==> src/rtl/kbd_rx_fifo.sv <==
// kbd_rx_fifo
//   Keyboard receive buffer between the PS/2 decoder and the bus read path.
//   Each non-zero ASCII code is captured on the rising edge of key_pressed
//   and queued in a small register FIFO. One code is returned for each CPU
//   bus read, using a done handshake. A pending/ack flop drives the 4-bit
//   interrupt vector.
//
//   Optional feature macro: KBD_FIFO_OVF_STATUS_EN
//     defined   : rd_data[9] reports overflow sampled at the pop, and each
//                 pop clears overflow unless a drop happens in that cycle.
//     undefined : rd_data[9] is 0, and overflow is cleared only by KEY0.
//
// Ports
//   CLOCK_50          in   system clock, rising edge
//   KEY0              in   asynchronous active-low reset
//   key_pressed       in   decoder key-pressed level (CLOCK_50 domain)
//   ascii[7:0]        in   decoder ASCII code
//   rd_en             in   bus read enable, held high until rd_done
//   rd_data[63:0]     out  {54'd0, ovf_bit, valid, code[7:0]}
//   rd_done           out  read complete, held while rd_en stays high
//   irq_ack           in   interrupt acknowledge
//   interrupt_vector  out  4'd1 while a keyboard interrupt is pending
//   count[AW:0]       out  FIFO occupancy, 0..DEPTH
//   overflow          out  sticky: a code was dropped on a full FIFO
module kbd_rx_fifo #(
  parameter int unsigned DEPTH = 8,
  parameter int unsigned AW    = 3
) (
  input  logic          CLOCK_50,
  input  logic          KEY0,
  input  logic          key_pressed,
  input  logic [7:0]    ascii,
  input  logic          rd_en,
  output logic [63:0]   rd_data,
  output logic          rd_done,
  input  logic          irq_ack,
  output logic [3:0]    interrupt_vector,
  output logic [AW:0]   count,
  output logic          overflow
);

  localparam logic [AW:0] FULL_COUNT = (AW+1)'(DEPTH);

  logic [7:0]    mem_q [DEPTH];
  logic [AW-1:0] wr_ptr_q, wr_ptr_d;
  logic [AW-1:0] rd_ptr_q, rd_ptr_d;
  logic [AW:0]   count_q, count_d;
  logic          key_pressed_q;
  logic          rd_en_q;
  logic [9:0]    rd_data_q, rd_data_d;
  logic          rd_done_q, rd_done_d;
  logic          irq_pending_q, irq_pending_d;
  logic          overflow_q, overflow_d;

  logic push, pop, empty, full, push_ok, pop_ok, drop, ovf_bit;

  assign push  = key_pressed & ~key_pressed_q & (ascii != 8'h00);
  assign pop   = rd_en & ~rd_en_q;
  assign empty = (count_q == '0);
  assign full  = (count_q == FULL_COUNT);

  // A pop on a full FIFO frees a slot, so a push in the same cycle is accepted.
  assign push_ok = push & (~full | pop);
  assign drop    = push & full & ~pop;
  assign pop_ok  = pop & ~empty;

`ifdef KBD_FIFO_OVF_STATUS_EN
  assign ovf_bit = overflow_q;
`else
  assign ovf_bit = 1'b0;
`endif

  always_comb begin
    wr_ptr_d      = wr_ptr_q;
    rd_ptr_d      = rd_ptr_q;
    count_d       = count_q;
    rd_data_d     = rd_data_q;
    rd_done_d     = rd_done_q;
    irq_pending_d = irq_pending_q;
    overflow_d    = overflow_q;

    if (push_ok) wr_ptr_d = wr_ptr_q + AW'(1);
    if (pop_ok)  rd_ptr_d = rd_ptr_q + AW'(1);

    case ({push_ok, pop_ok})
      2'b10:   count_d = count_q + (AW+1)'(1);
      2'b01:   count_d = count_q - (AW+1)'(1);
      default: count_d = count_q;
    endcase

    if (pop) begin
      rd_data_d = {ovf_bit, ~empty, (empty ? 8'h00 : mem_q[rd_ptr_q])};
    end

    if (pop) begin
      rd_done_d = 1'b1;
    end else if (!rd_en) begin
      rd_done_d = 1'b0;
    end

    // A push in the same cycle as an acknowledge keeps the interrupt pending.
    if (push_ok) begin
      irq_pending_d = 1'b1;
    end else if (irq_ack) begin
      irq_pending_d = 1'b0;
    end

`ifdef KBD_FIFO_OVF_STATUS_EN
    if (drop) begin
      overflow_d = 1'b1;
    end else if (pop) begin
      overflow_d = 1'b0;
    end
`else
    if (drop) overflow_d = 1'b1;
`endif
  end

  always_ff @(posedge CLOCK_50 or negedge KEY0) begin
    if (!KEY0) begin
      wr_ptr_q      <= '0;
      rd_ptr_q      <= '0;
      count_q       <= '0;
      key_pressed_q <= 1'b0;
      rd_en_q       <= 1'b0;
      rd_data_q     <= '0;
      rd_done_q     <= 1'b0;
      irq_pending_q <= 1'b0;
      overflow_q    <= 1'b0;
    end else begin
      wr_ptr_q      <= wr_ptr_d;
      rd_ptr_q      <= rd_ptr_d;
      count_q       <= count_d;
      key_pressed_q <= key_pressed;
      rd_en_q       <= rd_en;
      rd_data_q     <= rd_data_d;
      rd_done_q     <= rd_done_d;
      irq_pending_q <= irq_pending_d;
      overflow_q    <= overflow_d;
    end
  end

  // Storage is not reset; reset only discards the entries by clearing the pointers.
  always_ff @(posedge CLOCK_50) begin
    if (push_ok) mem_q[wr_ptr_q] <= ascii;
  end

  assign rd_data          = {54'd0, rd_data_q};
  assign rd_done          = rd_done_q;
  assign interrupt_vector = {3'b000, irq_pending_q};
  assign count            = count_q;
  assign overflow         = overflow_q;

endmodule

==> config.mk <==
export PLATFORM = sky130hd
export DESIGN_NAME = kbd_rx_fifo
export DESIGN_NICKNAME = d
export VERILOG_FILES = /design/src/rtl/kbd_rx_fifo.sv
export SDC_FILE = /design/constraint.sdc
export NUM_CORES = 1
export LEC_CHECK = 0
export ABC_AREA = 1
export CAP_MARGIN = 20
export CELL_PAD_IN_SITES_DETAIL_PLACEMENT = 1
export CELL_PAD_IN_SITES_GLOBAL_PLACEMENT = 2
export CORE_AREA = 2 2 100 140
export DETAILED_ROUTE_END_ITERATION = 10
export DIE_AREA = 0 0 102 142
export PLACE_DENSITY_LB_ADDON = 0.1
export SETUP_SLACK_MARGIN = 0.05
export SKIP_CTS_REPAIR_TIMING = 1
export SLEW_MARGIN = 25
export SYNTH_ARGS = -nofsm -noshare
export SYNTH_HDL_FRONTEND = slang
export SYNTH_SLANG_ARGS = --single-unit
==> constraint.sdc <==
create_clock -name CLOCK_50 -period 2.6 [get_ports CLOCK_50]
set_clock_uncertainty 0.1 [all_clocks]
set_input_delay 0.39 -clock CLOCK_50 [delete_from_list [all_inputs] [get_ports CLOCK_50]]
set_output_delay 0.39 -clock CLOCK_50 [all_outputs]
set_load 0.03 [all_outputs]
==> impl_metrics.json, run 1 <==
{
  "vdd_ir_drop_max_mv": 0.437,
  "leakagePower_uw": 0.00193,
  "power_density_mw_per_mm2": 1050,
  "worstRegToRegCells": 11,
  "dpl_cell_area_sq_mm": 0.00451,
  "synth.area.top_cells": "edfxtp_1 (46%), dfrtp_1 (14%), buf_4 (12%), nor2_1 (7.1%), o21ai_1 (4.1%)",
  "report.final.slew_viol_count": 0,
  "areaGrowthSynthToFinish_pct": 16.0,
  "grt_start_max_net_pins": 35,
  "hpwl_um": 6770,
  "clk_pin_slew_worst_paths_ns": 0.07,
  "synth-warning-count": 0,
  "viasPerCell": 4.30,
  "async_reset_ff_frac": 0.273,
  "drc": 0,
  "htreeDepth": 3,
  "status": "finished clean",
  "first_iter_violations": 109,
  "cap_violations": 0,
  "power_switching_uw": 1970,
  "power.share.combinational": 0.368,
  "netlist_area_sq_mm": 0.00415,
  "cts_inserted_buffers": 9,
  "cts_tree": "built",
  "die_h_um": 142,
  "cts_buffer_depth": 2,
  "totalWireLength_um": 9830,
  "cts.sinks": 88,
  "rows": 50,
  "synth_flop_cell": "edfxtp_1",
  "track_usage": 0.146,
  "worstPathArrival_ns": 2.44,
  "yosysTopAreaCell": "edfxtp_1",
  "drt_pre_antenna_iters": 4,
  "worst_pin_slew_ns": 0.834,
  "synth.most_common_cell": "nor2_1",
  "total_power_uw": 5070,
  "io_buffers": 28,
  "dieWidth_um": 102,
  "design_area_sq_mm": 0.00481,
  "gr-total-overflow": 0,
  "avgSynthCellArea_sq_um": 10.7,
  "io_pins": 87,
  "routabilityCongestion": 0.807,
  "seqPwrFrac": 0.370,
  "regToRegSetupSlack_ns": 0.48,
  "ys_seq_area_frac": 0.608,
  "die_area_sq_mm": 0.0145,
  "clock.fmax_ghz": 0.440,
  "yosys_register_bits": 88,
  "hold_viol": 0,
  "finalCriticalPeriod_ns": 2.27,
  "grt_pass1_vias": 2749,
  "wire_per_inst_um": 15.8,
  "antenna_found_initial": 0,
  "worstSetupEndpointType": "flip-flop",
  "slew_headroom": 0.442,
  "cp_data_required_time_ns": 2.77,
  "intPower_uw": 3100,
  "cts_root_buf": "clkbuf_16",
  "grt_pass1_wl_um": 15200,
  "clk-insertion-delay-late_ns": 0.35,
  "setup_violations": 0,
  "vias": 2682,
  "fin_nets": 454,
  "rsz0062_at_grt": "false",
  "critPathKind": "in2reg",
  "synth_common_cells": "nor2_1 (78), buf_4 (64), edfxtp_1 (64)",
  "r2r_start": "count[1]",
  "pwr-share-clk": 0.262,
  "ant_nets": 0,
  "n_antenna_cell": 0,
  "yosysTopAreaCellShare": 0.463,
  "worstSetupStartpointType": "input pin",
  "synth-edff-count": 64,
  "hp-class": "in2async",
  "drive_gt1_frac": 0.120,
  "timing.rr.end": "count[2]",
  "core_sq_mm": 0.0133,
  "syn_inst": 389,
  "critPathMaxFanout": 5,
  "fillerInstances": 1508,
  "p_sw_frac": 0.388,
  "ys_types": 28,
  "initial_utilization": 0.313,
  "period_share": 0.873
}
## power by group through the flow
| stage | Sequential (uW) | Clock, uW | Combinational (uW) |
|---|---|---|---|
| after floorplan | 2080 | 0 | 1200 |
| after global placement | 1910 | 0 | 1900 |
| after detailed placement | 1910 | 0 | 1920 |
| after CTS | 1880 | 1360 | 1920 |
| after global routing | 1910 | 1410 | 2100 |
| final | 1870 | 1330 | 1860 |
## cell usage in the layout, fill, tap and decap left out, types with 2 or more instances in the layout
| cell type | n |
|---|---|
| buf_4 | 24 |
| clkbuf_16 | 9 |
| clkdlybuf4s50_1 | 28 |
| clkinv_1 | 2 |
| clkinv_4 | 2 |
| clkinvlp_4 | 2 |
| conb_1 | 58 |
| dfrtp_1 | 24 |
| edfxtp_1 | 64 |
| ha_1 | 5 |
| inv_1 | 9 |
| inv_2 | 6 |
| inv_6 | 2 |
| nand2_1 | 43 |
| nand3_1 | 27 |
| nand4_1 | 2 |
| nor2_1 | 78 |
| nor3_2 | 3 |
| o21ai_0 | 4 |
| o21ai_1 | 34 |
| or2_1 | 2 |
| xnor2_1 | 3 |
| xor2_1 | 2 |
## worst max-delay path, cell delays in order
cell and delay [ns]:
clkdlybuf4s50_1 0.43, nor2_1 0.24, nand4_1 0.22, nand3_2 0.16, ha_1 0.23, inv_1 0.08, nand2_1 0.06, nand2_1 0.07
ha_1 0.18, a21oi_1 0.14, nand2_1 0.07, a31oi_1 0.16
## registers in the layout (all words and copies together) (netlist names)
signal / cells
count: 4
irq_pending_q: 1
key_pressed_q: 1
mem_q: 64
overflow: 1
rd_data_q: 9
rd_done: 1
rd_en_q: 1
rd_ptr_q: 3
wr_ptr_q: 3
## cells by family (layout without fill, tap and decap cells)
kind of cell,Yosys count,after routing,share of synthesized area
other,1,58,0.000904
AND/OR/NAND/NOR,158,158,0.163
buffers and inverters,90,85,0.146
XOR/XNOR,5,5,0.0106
AO/OA/AOI/OAI,42,42,0.0555
adder cells (fa/ha/maj),5,5,0.0151
flip-flops,88,88,0.608
## worst max path at each step
stage | startpoint | to | cells after the start
after floorplan | count[1] | count[2] | 12
after global placement | rd_en | count[2] | 12
after detailed placement | rd_en | count[2] | 12
after CTS | ascii[7] | count[2] | 12
after global routing | ascii[6] | count[2] | 12
final | ascii[7] | count[2] | 12
## final cells by class
class | count | area (sq um) | share of cell area
inverter | 17 | 63.8 | 0.0133
clock inverter | 7 | 80.1 | 0.0166
timing repair buffer | 52 | 460 | 0.0957
multi-input combinational | 268 | 1230 | 0.256
tap | 182 | 228 | 0.0473
clock buffer | 9 | 225 | 0.0468
sequential | 88 | 2520 | 0.524
## through the flow
stage | setup WS, ns | TNS [ns] | utilization | hold slack (ns) | cells
2_1_floorplan | 0.441 | 0 | - | -0.00559 | 446
3_3_place_gp | 0.000890 | 0 | 0.340 | 0.366 | 607
3_5_place_dp | -0.00347 | -0.00347 | 0.340 | 0.361 | 607
4_1_cts | 0.348 | 0 | 0.363 | 0.312 | 623
5_1_grt | 0.140 | 0 | 0.363 | 0.347 | 623
6_report | 0.330 | 0 | 0.363 | 0.308 | 623
## metal layers
metal,part of all wire,vias to the layer above,global-route usage
met2,0.55,61,0.271
met5,0,-,0
met3,0.037,13,0.0334
li1,-,1276,-
met4,0.016,0,0.0484
met1,0.39,1332,0.161
(Power assumes the default switching activity.)
==> run 2, diff against run 1 <==
- CAP_MARGIN: 20 -> unset
==> results of run 2 <==
Final layout, timing and power as in run 1 (identical DEF).
==> run 3, diff against run 2 <==
- SETUP_SLACK_MARGIN: 0.05 -> unset
- SKIP_LAST_GASP: unset -> 1
==> results of run 3 <==
Final layout, timing and power as in run 1 (identical DEF).
